[config.mk]
export PLATFORM = sky130hd
export DESIGN_NAME = vga_frame_receiver
export DESIGN_NICKNAME = d
export VERILOG_FILES = /design/src/rtl/vga_pkg.sv /design/src/rtl/vga_sync_edge.sv /design/src/rtl/vga_frame_receiver.sv
export SDC_FILE = /design/constraint.sdc
export NUM_CORES = 1
export LEC_CHECK = 0
export BUFFER_PORTS_ARGS = -buffer_cell sky130_fd_sc_hd__buf_2
export CAP_MARGIN = 20
export CORE_MARGIN = 8
export CORE_UTILIZATION = 50
export CTS_CLUSTER_DIAMETER = 150
export DETAILED_ROUTE_END_ITERATION = 16
export PLACE_DENSITY = 0.76
export SLEW_MARGIN = 15
export SYNTH_ARGS = -nofsm -noshare
export SYNTH_HDL_FRONTEND = slang
export SYNTH_SLANG_ARGS = --single-unit
[constraint.sdc]
create_clock -name CLK -period 5.4 [get_ports CLK]
set_clock_uncertainty 0.05 [all_clocks]
set_input_delay 0.54 -clock CLK [delete_from_list [all_inputs] [get_ports CLK]]
set_output_delay 0.54 -clock CLK [all_outputs]
set_load 0.1 [all_outputs]
[src/rtl/vga_pkg.sv]
// Shared VGA raster constants, receiver state encoding and counter helpers.
package vga_pkg;

    localparam int H_TOTAL     = 800;
    localparam int H_START     = 144;
    localparam int H_ACTIVE    = 640;
    localparam int V_TOTAL     = 525;
    localparam int V_START     = 35;
    localparam int V_ACTIVE    = 480;
    localparam int LOCK_FRAMES = 2;
    localparam int RGB_W       = 12;
    localparam int CNT_W       = 10;
    localparam int LCK_W       = 4;

    typedef enum logic [1:0] {
        SEARCH  = 2'd0,
        ACQUIRE = 2'd1,
        LOCKED  = 2'd2
    } rx_state_t;

    // Raster counters stick at all-ones so a dead sync never wraps into the window.
    function automatic logic [CNT_W-1:0] sat_inc(input logic [CNT_W-1:0] v);
        return (v == {CNT_W{1'b1}}) ? v : v + 1'b1;
    endfunction

endpackage

[src/rtl/vga_sync_edge.sv]
// Stage 1: sample sync/colour once per pixel tick and flag falling sync edges.
module vga_sync_edge
    import vga_pkg::*;
(
    input  logic             CLK,
    input  logic             RESET,
    input  logic             pix_tick,
    input  logic             h_sync,
    input  logic             v_sync,
    input  logic [RGB_W-1:0] rgb_in,
    output logic [RGB_W-1:0] s_rgb,
    output logic             hs_fall,
    output logic             vs_fall
);

    logic s_hs, s_vs, prev_hs, prev_vs;

    // Syncs idle high out of reset so the first sample cannot fake an edge.
    always_ff @(posedge CLK or negedge RESET) begin
        if (!RESET) begin
            s_hs    <= 1'b1;
            s_vs    <= 1'b1;
            prev_hs <= 1'b1;
            prev_vs <= 1'b1;
            s_rgb   <= '0;
        end else if (pix_tick) begin
            prev_hs <= s_hs;
            prev_vs <= s_vs;
            s_hs    <= h_sync;
            s_vs    <= v_sync;
            s_rgb   <= rgb_in;
        end
    end

    assign hs_fall = prev_hs & ~s_hs;
    assign vs_fall = prev_vs & ~s_vs;

endmodule

[src/rtl/vga_frame_receiver.sv]
// Rebuilds raster coordinates from sync edges, locks to the timing and
// emits captured active pixels one pix_tick after they were presented.
module vga_frame_receiver
    import vga_pkg::*;
#(
    parameter int H_TOTAL     = vga_pkg::H_TOTAL,
    parameter int H_START     = vga_pkg::H_START,
    parameter int H_ACTIVE    = vga_pkg::H_ACTIVE,
    parameter int V_TOTAL     = vga_pkg::V_TOTAL,
    parameter int V_START     = vga_pkg::V_START,
    parameter int V_ACTIVE    = vga_pkg::V_ACTIVE,
    parameter int LOCK_FRAMES = vga_pkg::LOCK_FRAMES
) (
    input  logic             CLK,
    input  logic             RESET,
    input  logic             pix_tick,
    input  logic             h_sync,
    input  logic             v_sync,
    input  logic [RGB_W-1:0] rgb_in,
    input  logic             err_clr,
    output logic [CNT_W-1:0] rx_x,
    output logic [CNT_W-1:0] rx_y,
    output logic [RGB_W-1:0] rx_rgb,
    output logic             rx_valid,
    output logic             frame_start,
    output logic             line_end,
    output logic             locked,
    output logic             err_sticky
);

    logic [RGB_W-1:0] s_rgb;
    logic             hs_fall, vs_fall;

    rx_state_t        state, state_nxt;
    logic [LCK_W-1:0] lock_cnt, lock_nxt;
    logic [CNT_W-1:0] h_cnt, v_cnt, h_nxt, v_nxt, cap_x, cap_y;
    logic             vs_pending, v_rst, h_err, v_err, err_set, in_win, capture;

    vga_sync_edge u_edge (
        .CLK      (CLK),
        .RESET    (RESET),
        .pix_tick (pix_tick),
        .h_sync   (h_sync),
        .v_sync   (v_sync),
        .rgb_in   (rgb_in),
        .s_rgb    (s_rgb),
        .hs_fall  (hs_fall),
        .vs_fall  (vs_fall)
    );

    // A pending vsync takes effect on the line start that follows it (or the same one).
    assign v_rst   = hs_fall & (vs_pending | vs_fall);
    assign h_nxt   = hs_fall ? '0 : sat_inc(h_cnt);
    assign v_nxt   = v_rst ? '0 : (hs_fall ? sat_inc(v_cnt) : v_cnt);
    assign h_err   = hs_fall & (h_cnt != CNT_W'(H_TOTAL - 1));
    assign v_err   = v_rst & (v_cnt != CNT_W'(V_TOTAL - 1));
    assign in_win  = (h_nxt >= CNT_W'(H_START)) && (h_nxt < CNT_W'(H_START + H_ACTIVE)) &&
                     (v_nxt >= CNT_W'(V_START)) && (v_nxt < CNT_W'(V_START + V_ACTIVE));
    // Gate on the next state so a lock loss kills capture on the very tick it happens.
    assign capture = (state_nxt == LOCKED) && in_win;
    assign cap_x   = h_nxt - CNT_W'(H_START);
    assign cap_y   = v_nxt - CNT_W'(V_START);

    // Lock FSM: errors only matter once the receiver has started acquiring.
    always_comb begin
        state_nxt = state;
        lock_nxt  = lock_cnt;
        err_set   = 1'b0;
        unique case (state)
            SEARCH: begin
                if (v_rst) begin
                    state_nxt = ACQUIRE;
                    lock_nxt  = '0;
                end
            end
            ACQUIRE: begin
                if (h_err || v_err) begin
                    state_nxt = SEARCH;
                    err_set   = 1'b1;
                end else if (v_rst) begin
                    lock_nxt = lock_cnt + 1'b1;
                    if (lock_cnt + 1'b1 >= LCK_W'(LOCK_FRAMES)) state_nxt = LOCKED;
                end
            end
            LOCKED: begin
                if (h_err || v_err) begin
                    state_nxt = SEARCH;
                    err_set   = 1'b1;
                end
            end
            default: state_nxt = SEARCH;
        endcase
    end

    // Stage 2 raster counters and FSM state, advanced once per pixel tick.
    always_ff @(posedge CLK or negedge RESET) begin
        if (!RESET) begin
            state      <= SEARCH;
            lock_cnt   <= '0;
            h_cnt      <= '0;
            v_cnt      <= '0;
            vs_pending <= 1'b0;
        end else if (pix_tick) begin
            state      <= state_nxt;
            lock_cnt   <= lock_nxt;
            h_cnt      <= h_nxt;
            v_cnt      <= v_nxt;
            vs_pending <= v_rst ? 1'b0 : (vs_pending | vs_fall);
        end
    end

    // Pixel output: strobes last one CLK, captured fields hold outside the window.
    always_ff @(posedge CLK or negedge RESET) begin
        if (!RESET) begin
            rx_x        <= '0;
            rx_y        <= '0;
            rx_rgb      <= '0;
            rx_valid    <= 1'b0;
            frame_start <= 1'b0;
            line_end    <= 1'b0;
            locked      <= 1'b0;
        end else begin
            rx_valid    <= 1'b0;
            frame_start <= 1'b0;
            line_end    <= 1'b0;
            if (pix_tick) begin
                locked <= (state_nxt == LOCKED);
                if (capture) begin
                    rx_valid    <= 1'b1;
                    rx_x        <= cap_x;
                    rx_y        <= cap_y;
                    rx_rgb      <= s_rgb;
                    frame_start <= (cap_x == '0) && (cap_y == '0);
                    line_end    <= (cap_x == CNT_W'(H_ACTIVE - 1));
                end
            end
        end
    end

    // Sticky timing error; a fresh error beats a simultaneous clear.
    always_ff @(posedge CLK or negedge RESET) begin
        if (!RESET)                 err_sticky <= 1'b0;
        else if (pix_tick && err_set) err_sticky <= 1'b1;
        else if (err_clr)           err_sticky <= 1'b0;
    end

endmodule

Yosys cells after proc, flatten, opt, wreduce, memory -nomap -nowiden

Cells that the tools add are included.

Bits in registers: 80
Output and inout bits: 37
Word-level logic and storage cells: 88

Add/sub/neg operators: 5
Order comparisons: 5
Equal/unequal tests: 11
Mux-type cells: 26
Bitwise logic cells: 8
Reduce and logical (&&, ||, !) cells: 15

Operators by type and width:

| cell                    | count |
|---|---|
| $mux W10                | 5 |
| $eq A10 B10 Y1 const B  | 3 |
| $add A10 B1 Y10 const B | 2 |
| $logic_not A10 Y1       | 2 |
| $lt A10 B10 Y1 const B  | 2 |
| $ne A10 B10 Y1 const B  | 2 |
| $mux W4                 | 3 |
| $mux W1                 | 11 |
| $ge A10 B6 Y1 const B   | 1 |
| $ge A10 B8 Y1 const B   | 1 |
| $mux W2                 | 5 |
| $sub A10 B6 Y10 const B | 1 |
| $sub A10 B8 Y10 const B | 1 |
| $pmux W4 S2             | 1 |
| $logic_and A1 B1 Y1     | 6 |
| $ne A2 B2 Y1 const B    | 3 |
| $pmux W2 S3             | 1 |
| $and A1 B1 Y1           | 5 |
| $reduce_and A5 Y1       | 1 |
| $add A4 B1 Y4 const B   | 1 |
| $eq A2 B2 Y1 const B    | 2 |
| $ge A4 B2 Y1 const B    | 1 |
| $reduce_bool A2 Y1      | 2 |
| $eq A2 B1 Y1 const B    | 1 |
| 6 further kinds         | 7 |

Logic depth before layout (Yosys ltp)

Gate-level depths: netlist of the first run.

Word-level depth: 12
Depth in mapped cells: 13

Cells and area by module

From an unflattened synthesis of the first run, not the netlist that was laid out.

Cells, all modules: 436
Area total of the unflattened synthesis: 4616.9 µm²

By module, submodules not included:

| module             | instances | cells each | area an instance (µm²) | seq. area each (µm²) |
|---|---|---|---|---|
| vga_frame_receiver | 1         | 400        | 3950.0                 | 1601.5 |
| vga_sync_edge      | 1         | 36         | 666.9                  | 405.4 |

Worst setup path after synthesis of the first run

OpenSTA, ideal clock, no wires.

Path kind: register -> register
From: register v_cnt[1]
To: register rx_x[0]
Setup time: 0.126 ns
Data arrival time: 3.449 ns
Slack: 1.775 ns
Cell stages (with the launch flop): 14
Buffers on the path: 2
Clock period less this slack: 3.625 ns
Path through: dfrtp_1 -> ha_1 -> nand4_1 -> o31ai_1 -> mux2i_1 -> nor2_1 -> ha_1 -> clkbuf_1 -> o31ai_1 -> inv_1 -> o311a_1 -> nand3_4 -> buf_6 -> mux2_2

Word-level cells in the longest chain between the ends: 9
Elaborated cells on any way between the ends: 18
Classes of those cells: add/sub: 1; order compare: 2; eq/ne: 3; mux: 6; bitwise: 1; reduce/logical: 5

Ends and longest elaborated chain:

| element                                                  | RTL line                  | RTL |
|---|---|---|
| start, declared                                          | vga_frame_receiver.sv:36  | `logic [CNT_W-1:0] h_cnt, v_cnt, h_nxt, v_nxt, cap_x, cap_y;` |
| start signal, assigned                                   | vga_frame_receiver.sv:107 | `v_cnt <= v_nxt;` |
| $add A10 B1 Y10 / $eq A10 B10 Y1 (equally long branches) | vga_pkg.sv:23             | `return (v == {CNT_W{1'b1}}) ? v : v + 1'b1;` |
| $mux W10                                                 | vga_pkg.sv:23             |  |
| $mux W10 * (2 in a row)                                  | vga_frame_receiver.sv:54  | `assign v_nxt = v_rst ? '0 : (hs_fall ? sat_inc(v_cnt) : v_cnt);` |
| via v_nxt[1]                                             | vga_frame_receiver.sv:36  |  |
| $ge A10 B6 Y1                                            | vga_frame_receiver.sv:58  | `(v_nxt >= CNT_W'(V_START)) && (v_nxt < CNT_W'(V_START + V_ACTIVE));` |
| $logic_and A1 B1 Y1                                      | vga_frame_receiver.sv:57  | `assign in_win = (h_nxt >= CNT_W'(H_START)) && (h_nxt < CNT_W'(H_START + H_ACTIVE)) &&` |
| $logic_and A1 B1 Y1 *                                    | vga_frame_receiver.sv:58  |  |
| $logic_and A1 B1 Y1 *                                    | vga_frame_receiver.sv:60  | `assign capture = (state_nxt == LOCKED) && in_win;` |
| $reduce_and A2 Y1 (no source line) *                     | n/a                       |  |
| end signal, assigned                                     | vga_frame_receiver.sv:130 | `rx_x <= cap_x;` |
| end, declared                                            | vga_frame_receiver.sv:21  | `output logic [CNT_W-1:0] rx_x,` |

Mark *: on every way through the listed nets, which the timed path passes. The rest lies on a longest branch.
A chain may end at the register's enable or synchronous reset.

Final worst setup path of the first run

From: register v_cnt[1]
To: register rx_x[2]

Same word-level chain as after synthesis.

==> results.txt, run 1 <==
The sequential element share of the synthesized area is 0.4360, and the net total in the final layout is 513. The placed instance area came out at 4917 um2. The logs give 0.321 for the fraction of power consumed by the clock network and 18050 um for the wire length of the first global-routing pass.

The switching share of power was 0.3409; the peak supply drop was 0.1848 mV. Entering global routing, the biggest net connects 81 pins. Global routing usage summed across all routing layers: 0.1767. The final critical delay including setup and external delays works out to 4.292 ns. Dividing the detail-routed wire length by the instance count gives 17.98 um. The critical path goes through ha_1 -> nand4_1 -> o31ai_1 -> mux2i_1 -> nor2_1 -> ha_1 -> o31ai_1 -> inv_1 -> o311a_1 -> nand3_4 -> mux2_2. The area of the mapped netlist came out at 4603 um2.

The logs give 0 for the number of cells upsized or downsized after cts and 0 for the post-route antenna net violation count. The post-layout instance count excluding filler cells is 598, and the maximum frequency from static timing analysis is 233.0 MHz. The run gives 2 as the maximum clock path buffer count. The run gives 0 as the initial antenna violation count. The most area-hungry cell type in the Yosys netlist was dfrtp_1. The cell count after synthesis came out at 435. In the routed design, unresolved DRC markers number 0.

The number of antenna diodes in the final layout is 0. By area the synthesized netlist is led by dfrtp_1 41%, mux2_2 11%, mux2_4 3.9%, ha_1 3.5%, mux2i_1 3.0%. Sort of element at the start of the critical path: a flop.

In this run the worst hold path is classified as in2reg. Cell count of the worst hold path: 2. The sum of routed wire length over all layers was 10760 um; the mean post-synth cell area was 10.58 um2. The worst-margin pin slew works out to 0.8772 ns.

The H-tree was split into 3 levels. After detailed routing, no signal wire sits above met4. In this run the power density over the cells is 313.5 nW/um2. Pin placement for this block handled 55 I/O pins. After layout, the worst setup slack is 1.108 ns. Endpoint of the worst-slack reg-to-reg timing path: rx_x[2]$_DFFE_PN0P_. The detailed route wirelength on metal3 is 451 um. Critical path's slowest cell: o31ai_1. The tools report the worst slew slack as a fraction of its limit as 0.4117. Proportion of layout cells with a drive suffix above 1: 0.2936. Setup repair after global routing left no endpoint under its margin.

The hold path endpoint was err_sticky$_DFFE_PN0P_. The core region is 9065 um2. The via count was 3570. In this run the tool buffered the top-level ports with 54 buffer cells. The delay of the slowest critical-path stage was 0.71 ns. The tools report the overflow left after global routing as 0. The logs give 5.60 ns for the required time of the critical path and 5185 um2 for the post-route cell area. The critical path arrival is 4.49 ns, and the setup slack of the most critical reg-to-reg path is 1.11 ns. The most frequently used flop master after synthesis was dfrtp_1. After detailed routing, the wire length on met1 is 4544 um. The logs give 0.8796 for the routability-driven placement congestion ratio and 0.238 for the logic gate share of total power.

Fraction of synthesized cell area taken by the top area cell type: 0.4132. The library cell used as clock root buffer was clkbuf_8. The element type at the critical path end is a flop.

The hold violation count in the final report was 0. The synthesized design contains 0 enable-type register cells. For the minimum setup slack after placement, the log shows 1.191 ns. The post-synthesis cell type count is 63.

Setup violations remaining at the end of the flow were counted as 0. The run gives 2.565 nW as the reported leakage power. TritonCTS built the clock tree. The number of setup buffers added after CTS is 0. The sum of negative setup slack is 0 ns. The tools report the HPWL after detailed placement as 7665 um. Across the run, the number of max-cap violations was 0. For the proportion of power drawn by flip-flops and latches, the log shows 0.441. The tree built by TritonCTS fans out to 80 sinks. The class of the most critical setup path is reg2reg. The starting density of the core came out at 0.5078. The post-synthesis async set-or-reset flop share came out at 1.000.

Clock latency on the worst-skew pair, taken at its later pin, is 0.36 ns. The number of vias per cell was 5.970; the largest driver fanout on the critical path was 33. The width of the chip is 112.0 um. Before antenna repair, the detailed router went through 7 iterations. The number of clock buffers added by TritonCTS is 9. The count of standard-cell rows came out at 35. Including well taps, the total number of placed cells is 580. The number of cells traversed by the worst register-to-register path is 11. The Yosys step of the flow raised 0 warnings. The via count of the first global-routing pass came out at 3675. The synthesis-to-finish area growth is 12.64%, and the met2 wire length is 5552 um. The run finished with clean final reports. The internal portion of the total power is 0.001071 W. The detailed router finished its first iteration with 206 violations. The total of flip-flops plus latches after synthesis was 80; the final worst-path cycle share was 0.7948. The die covers 12530 um2. The startpoint identified for the worst register-to-register timing path is v_cnt[1]$_DFFE_PN0P_. After clock tree synthesis, the clock-pin slew on the worst setup and hold paths is 0.09 ns. The max-slew violation total from the final report came out at 0.

In this run the most critical hold path is launched from err_clr. The die extent in y was 112.0 um; the switching power of the nets was 0.0005541 W. The number of nets handed over by synthesis was 466. The tools report the tightest hold margin as 0.3099 ns.
-- metrics by stage --
step	util	total power, W
2_1_floorplan	-	0.0009996
3_3_place_gp	0.5424	0.001083
3_5_place_dp	0.5424	0.001107
4_1_cts	0.5678	0.001624
5_1_grt	0.5720	0.001713
6_report	0.5720	0.001625
-- power groups by stage --
| stage | sequential (W) | clock (W) | combinational (W) |
|---|---|---|---|
| 6_report | 0.000718 | 0.000522 | 0.000386 |
| 5_1_grt | 0.000728 | 0.000556 | 0.000430 |
| 4_1_cts | 0.000716 | 0.000526 | 0.000382 |
| 3_5_place_dp | 0.000728 | 0 | 0.000379 |
| 3_3_place_gp | 0.000723 | 0 | 0.000361 |
| 2_1_floorplan | 0.000716 | 0 | 0.000284 |
-- kinds of logic (layout without fill, tap and decap cells) --
logic type | count (synthesis) | in the layout | synth area share
adders and majority gates | 13 | 13 | 0.03534
AOI/OAI and AO/OA | 87 | 87 | 0.1302
buffers and inverters | 39 | 91 | 0.03832
xor gates and xnor gates | 14 | 14 | 0.02664
and+or+nand+nor | 132 | 132 | 0.1563
DFF | 80 | 80 | 0.4360
muxes | 70 | 70 | 0.1772
-- layer usage --
metal | track usage | vias up
met5 | 0 | -
met4 | 0.07554 | 0
met3 | 0.02868 | 19
met2 | 0.3057 | 115
met1 | 0.2131 | 1754
li1 | - | 1682
-- cell type report --
type / instances / area [um2]
well taps: 111 / 138.9
flip-flops and latches: 80 / 2007
fillers: 743 / 3880
clock inverters: 7 / 106.4
clock buffers: 9 / 123.9
repair buffers: 58 / 325.3
multi-input cells: 316 / 2420
inverters: 17 / 63.81
-- sequential cells by signal (all words and copies together) (netlist names) --
signal and flops:
v_cnt 10, u_edge.s_hs 1, vs_pending 1, rx_valid 1
frame_start 1, u_edge.prev_hs 1, rx_y 10, u_edge.prev_vs 1
u_edge.s_vs 1, locked 1, rx_rgb 12, h_cnt 10
u_edge.s_rgb 12, rx_x 10, lock_cnt 4, line_end 1
state 2, err_sticky 1
-- cells in the mapped netlist, types with 5 or more instances --
library cell  count
dfrtp_1          76
mux2i_1          14
xnor2_1           7
o21ai_0          19
nor2_1           22
ha_1             13
o31ai_1           5
nand2_1          29
buf_2             5
or3_1            11
and2_1            5
xor2_1            7
nand3_1           9
and3_1            7
nor4_1            7
nand2b_1         10
nor3_1           10
clkbuf_1          9
a31oi_1           5
a21oi_1          17
nand4_1           6
mux2_2           44
o22ai_1           5
inv_1            17
mux2_4           12
-- worst max path at each step --
stage,startpoint,end,slack (ns),depth (start not counted)
global route,v_cnt[1]$_DFFE_PN0P_,rx_x[9]$_DFFE_PN0P_,0.84,11
floorplan,v_cnt[1]$_DFFE_PN0P_,rx_x[0]$_DFFE_PN0P_,1.78,13
detailed placement,v_cnt[1]$_DFFE_PN0P_,rx_x[8]$_DFFE_PN0P_,1.19,11
global placement,v_cnt[1]$_DFFE_PN0P_,rx_x[3]$_DFFE_PN0P_,1.40,11
finish,v_cnt[1]$_DFFE_PN0P_,rx_x[2]$_DFFE_PN0P_,1.11,11
CTS,v_cnt[1]$_DFFE_PN0P_,rx_x[8]$_DFFE_PN0P_,1.14,11
-- critical path: cells and delay by family (launching register included) --
family	cells	cell delay (ns)
compound gates	3	1.54
simple gates	3	0.74
mux	2	0.66
fa+ha+maj	2	0.64
flops	1	0.42
buf+inv	1	0.12
-- what timing repair did --
action | 4_1_cts | 5_1_grt
endpoints found under the hold margin | 0 | 1
hold buffers | 0 | 1
setup endpoints to repair | 0 | 0
-- placed cells by master (no fill, tap or decap), types with 4 or more instances in the layout --
cell      instances
a211oi_1          4
a21oi_1          17
a31oi_1           5
and2_1            5
and3_1            7
buf_2            53
clkbuf_8          9
dfrtp_1          76
dfstp_2           4
ha_1             13
inv_1            17
mux2_2           44
mux2_4           12
mux2i_1          14
nand2_1          29
nand2b_1         10
nand3_1           9
nand3b_1          4
nand4_1           6
nor2_1           22
nor3_1           10
nor4_1            7
o21ai_0          19
o22ai_1           5
o31ai_1           5
or3_1            11
xnor2_1           7
xor2_1            7
No activity file was read; power rests on OpenSTA's default activity.
==> inputs of run 2 (changes only) <==
--- a/config.mk
+++ b/config.mk
@@ -11,7 +11,7 @@
 export CORE_UTILIZATION = 50
 export CTS_CLUSTER_DIAMETER = 150
 export DETAILED_ROUTE_END_ITERATION = 16
-export PLACE_DENSITY = 0.76
+export PLACE_DENSITY = 0.79
 export SLEW_MARGIN = 15
 export SYNTH_ARGS = -nofsm -noshare
 export SYNTH_HDL_FRONTEND = slang
==> constraint.sdc (replaced) <==
create_clock -name CLK -period 3.5 [get_ports CLK]
set_clock_uncertainty 0.05 [all_clocks]
set_input_delay 0.35 -clock CLK [delete_from_list [all_inputs] [get_ports CLK]]
set_output_delay 0.35 -clock CLK [all_outputs]
set_load 0.1 [all_outputs]
==> run 2 against run 1 <==
Register-to-register slack worse by 0.94 ns. Clock-buffer cell count unchanged. Sequential cell count did not move. Sequential share of layout area down 1.3 points. Via count increased by 2.7%. Global-route usage increased by 0.81 points. Setup slack lost 0.94 ns. Combinational power increased by 67%. Sequential power is 52% higher. Maximum frequency is 29% higher. Total power up 47%. Critical endpoint is now rx_rgb[3]$_DFFE_PN0P_. Largest cell class unchanged. Largest power group unchanged.
==> results.txt, run 2 (synthesis results as in run 1) <==
The logs give 0.5924 (+0.02043) for the fraction of the core area covered by cells at the end of the flow and 0 (unchanged) for the hold violation count in the final report. The final worst-path cycle share was 0.9513 (+0.1564); the area inside the core boundary was 9065 um2 (unchanged). The clock-pin slew of the registers on the worst-case setup and hold paths was 0.10 ns (about the same). For the number of remaining DRC errors, the log shows 0 (unchanged). STA classifies the critical path startpoint as a flop.

Post-route cell area: 5370 um2 (+3.6%). The count of input and output buffers works out to 54 (unchanged). The TritonCTS sink count came out at 80 (unchanged). The run gives 0 (unchanged) as the initial antenna violation count. For the peak supply drop, the log shows 0.2903 mV (+57%). Count of max-cap constraint violations: 0 (unchanged). The tools report the global routing usage summed across all routing layers as 0.1848 (+0.008056). For the placed instance area, the log shows 5131 um2 (+4.4%). The tools report the number of search-and-repair iterations in the first detailed-routing pass as 5 (-2). The tools report the source-to-sink clock delay at the later pin of the worst-skew pair as 0.36 ns (about the same). The logs give 605 (+4.3%) for the number of placed instances, taps included and 8121 um (+6.0%) for the HPWL after detailed placement. The net total in the final layout was 538 (+4.9%). The post-route antenna net violation count was 0 (unchanged). The logs give 0 (unchanged) for the max-slew violation total from the final report and 2 (unchanged) for the maximum clock path buffer count. Setup repair after global routing left no endpoint under its margin.

The worst-margin pin slew came out at 0.7375 ns (-0.1397 ns). The run gives 11090 um (+3.1%) as the sum of routed wire length over all layers. The worst hold path belongs to the class in2reg. By startpoint and endpoint, the worst setup path is classified as reg2reg.

The die extent in y came out at 112.0 um (unchanged). Launching point of the worst reg2reg path: h_cnt[1]$_DFFE_PN0P_. The synthesis-to-finish area growth came out at 16.66%. In the layout the commonest cells are 75 x dfrtp_1, 53 x buf_2, 44 x mux2_2.

H-tree depth: 3 (unchanged). TritonCTS built the clock tree. Traced cell by cell, the critical path runs through ha_2 -> nand4_2 -> or3_4 -> a21o_1 -> nand2b_1 -> ha_1 -> a311o_1 -> o311a_1 -> nand3_4 -> buf_6 -> mux2_2. The final antenna diode count was 0 (unchanged).

The tools report the largest net degree at the start of global routing as 81 (unchanged). The tools report the maximum frequency from static timing analysis as 300.4 MHz (+29%). The critical path starts at h_cnt[1]$_DFFE_PN0P_. The worst slew slack as a fraction of its limit is 0.5054 (+0.09373), and the via count of the first global-routing pass is 3743 (+1.9%). The run finished with clean final reports. For the logic gate share of total power, the log shows 0.270 (+0.032). The sum of negative setup slack is 0 ns (unchanged), and the final count of negative-setup-slack endpoints is 0 (unchanged).

In this run the clock root is driven by a clkbuf_8. The worst hold path begins at err_clr. The library cell used most frequently in the layout, excluding fill and tap cells, is dfrtp_1.

The number of vias per cell was 5.886 (-1.4%); the critical path arrival was 3.53 ns (-0.96 ns). For the required time of the critical path, the log shows 3.70 ns (-1.90 ns). Critical path's slowest cell: dfrtp_2. The initial detailed-routing violation count was 219 (+6.3%).

Switching power of the nets: 0.0008387 W (+51%). For the number of primary I/O pins, the log shows 55 (unchanged). In the final layout, the registers with the most flip-flops are rx_rgb: 12 flops, u_edge.s_rgb: 12 flops. The logs give 0 (unchanged) for the number of setup buffers added after CTS and 0.1706 ns (-0.9374 ns) for the smallest setup slack after layout. The number of buffers created by CTS was 9 (unchanged); the delay of the slowest critical-path stage was 0.42 ns (-0.29 ns). The switching share of power is 0.3519 (+0.01107), and the design internal power is 0.001544 W (+44%). The area enclosed by the die boundary was 12530 um2 (unchanged); the overflow left after global routing was 0 (unchanged). The count of standard-cell rows was 35 (unchanged). The routability-driven placement congestion ratio was 0.9134 (+3.8%); the proportion of layout cells with a drive suffix above 1 was 0.3398 (+0.04621). The largest driver fanout on the critical path was 16 (-52%); the final critical delay including setup and external delays was 3.329 ns (-0.9626 ns). The routed length per placed instance came out at 17.80 um (-1.0%).

The tools report the post-layout instance count excluding filler cells as 623 (+4.2%). Reported leakage power: 2.667 nW (+4.0%). The ratio of total power to cell area works out to 443.7 nW/um2 (+42%). The worst setup path is captured at a flop.

Fraction of power consumed by the clock network: 0.271 (-0.050). The logs give 3667 (+2.7%) for the via count and 0.459 (+0.018) for the proportion of power drawn by flip-flops and latches. The width of the chip came out at 112.0 um (unchanged). The minimum setup slack after placement was 0.07953 ns (-1.112 ns); the starting density of the core was 0.5078 (unchanged). The wire length of the first global-routing pass was 18920 um (+4.8%).
==> run 2: per-stage QoR <==
| stage | hold slack [ns] | power (W) |
|---|---|---|
| after floorplan | 0.004409 | 0.001544 |
| after global placement | 0.4125 | 0.001711 |
| after detailed placement | 0.4385 | 0.001744 |
| after CTS | 0.1074 | 0.002396 |
| after global routing | 0.1173 | 0.002537 |
| final | 0.1242 | 0.002383 |
==> run 2: path summary, 6_finish.rpt <==
path | slack, ns | cells after the start | end
min reg2reg | 0.46 | 1 | locked$_DFFE_PN0P_
max | 0.17 | 11 | rx_rgb[3]$_DFFE_PN0P_
max in group asynchronous | 2.28 | 3 | u_edge.prev_hs$_DFFE_PN1P_
min | 0.12 | 2 | err_sticky$_DFFE_PN0P_
min in group asynchronous | 0.45 | 2 | u_edge.s_rgb[5]$_DFFE_PN0P_
max reg2reg | 0.17 | 11 | rx_rgb[3]$_DFFE_PN0P_
==> run 2: area by class of cell <==
type	count	area, um2
clock buffers	9	123.9
clock inverters	7	60.06
fillers	729	3695
inverters	17	63.81
multi-input cells	316	2454
flip-flops and latches	80	2008
well taps	111	138.9
repair buffers	83	521.8
==> run 2: repair_timing <==
action                                  CTS  global route
gates resized for setup                   0             6
endpoints found under the hold margin     0            39
endpoints found under the setup margin    0            30
hold buffers                              0             1
==> run 2: power by group through the flow <==
stage | Clock (W) | Sequential [W] | Combinational (W)
2_1_floorplan | 0 | 0.00110 | 0.000440
3_3_place_gp | 0 | 0.00110 | 0.000609
3_5_place_dp | 0 | 0.00111 | 0.000633
5_1_grt | 0.000700 | 0.00111 | 0.000730
6_report | 0.000646 | 0.00109 | 0.000643
4_1_cts | 0.000668 | 0.00109 | 0.000636
==> run 2: layer usage <==
layer | track usage | share of wire
met1 | 0.2266 | 0.43
met2 | 0.3162 | 0.50
met3 | 0.03788 | 0.051
met4 | 0.06295 | 0.014
met5 | 0 | 0
==> run 2: critical path, delay by kind of cell (launching register included) <==
family / cells / cell delay (ns)
and+or+nand+nor: 4 / 0.93
AOI/OAI and AO/OA: 3 / 0.72
adders and majority gates: 2 / 0.53
DFF: 1 / 0.42
muxes: 1 / 0.36
buffers and inverters: 1 / 0.20
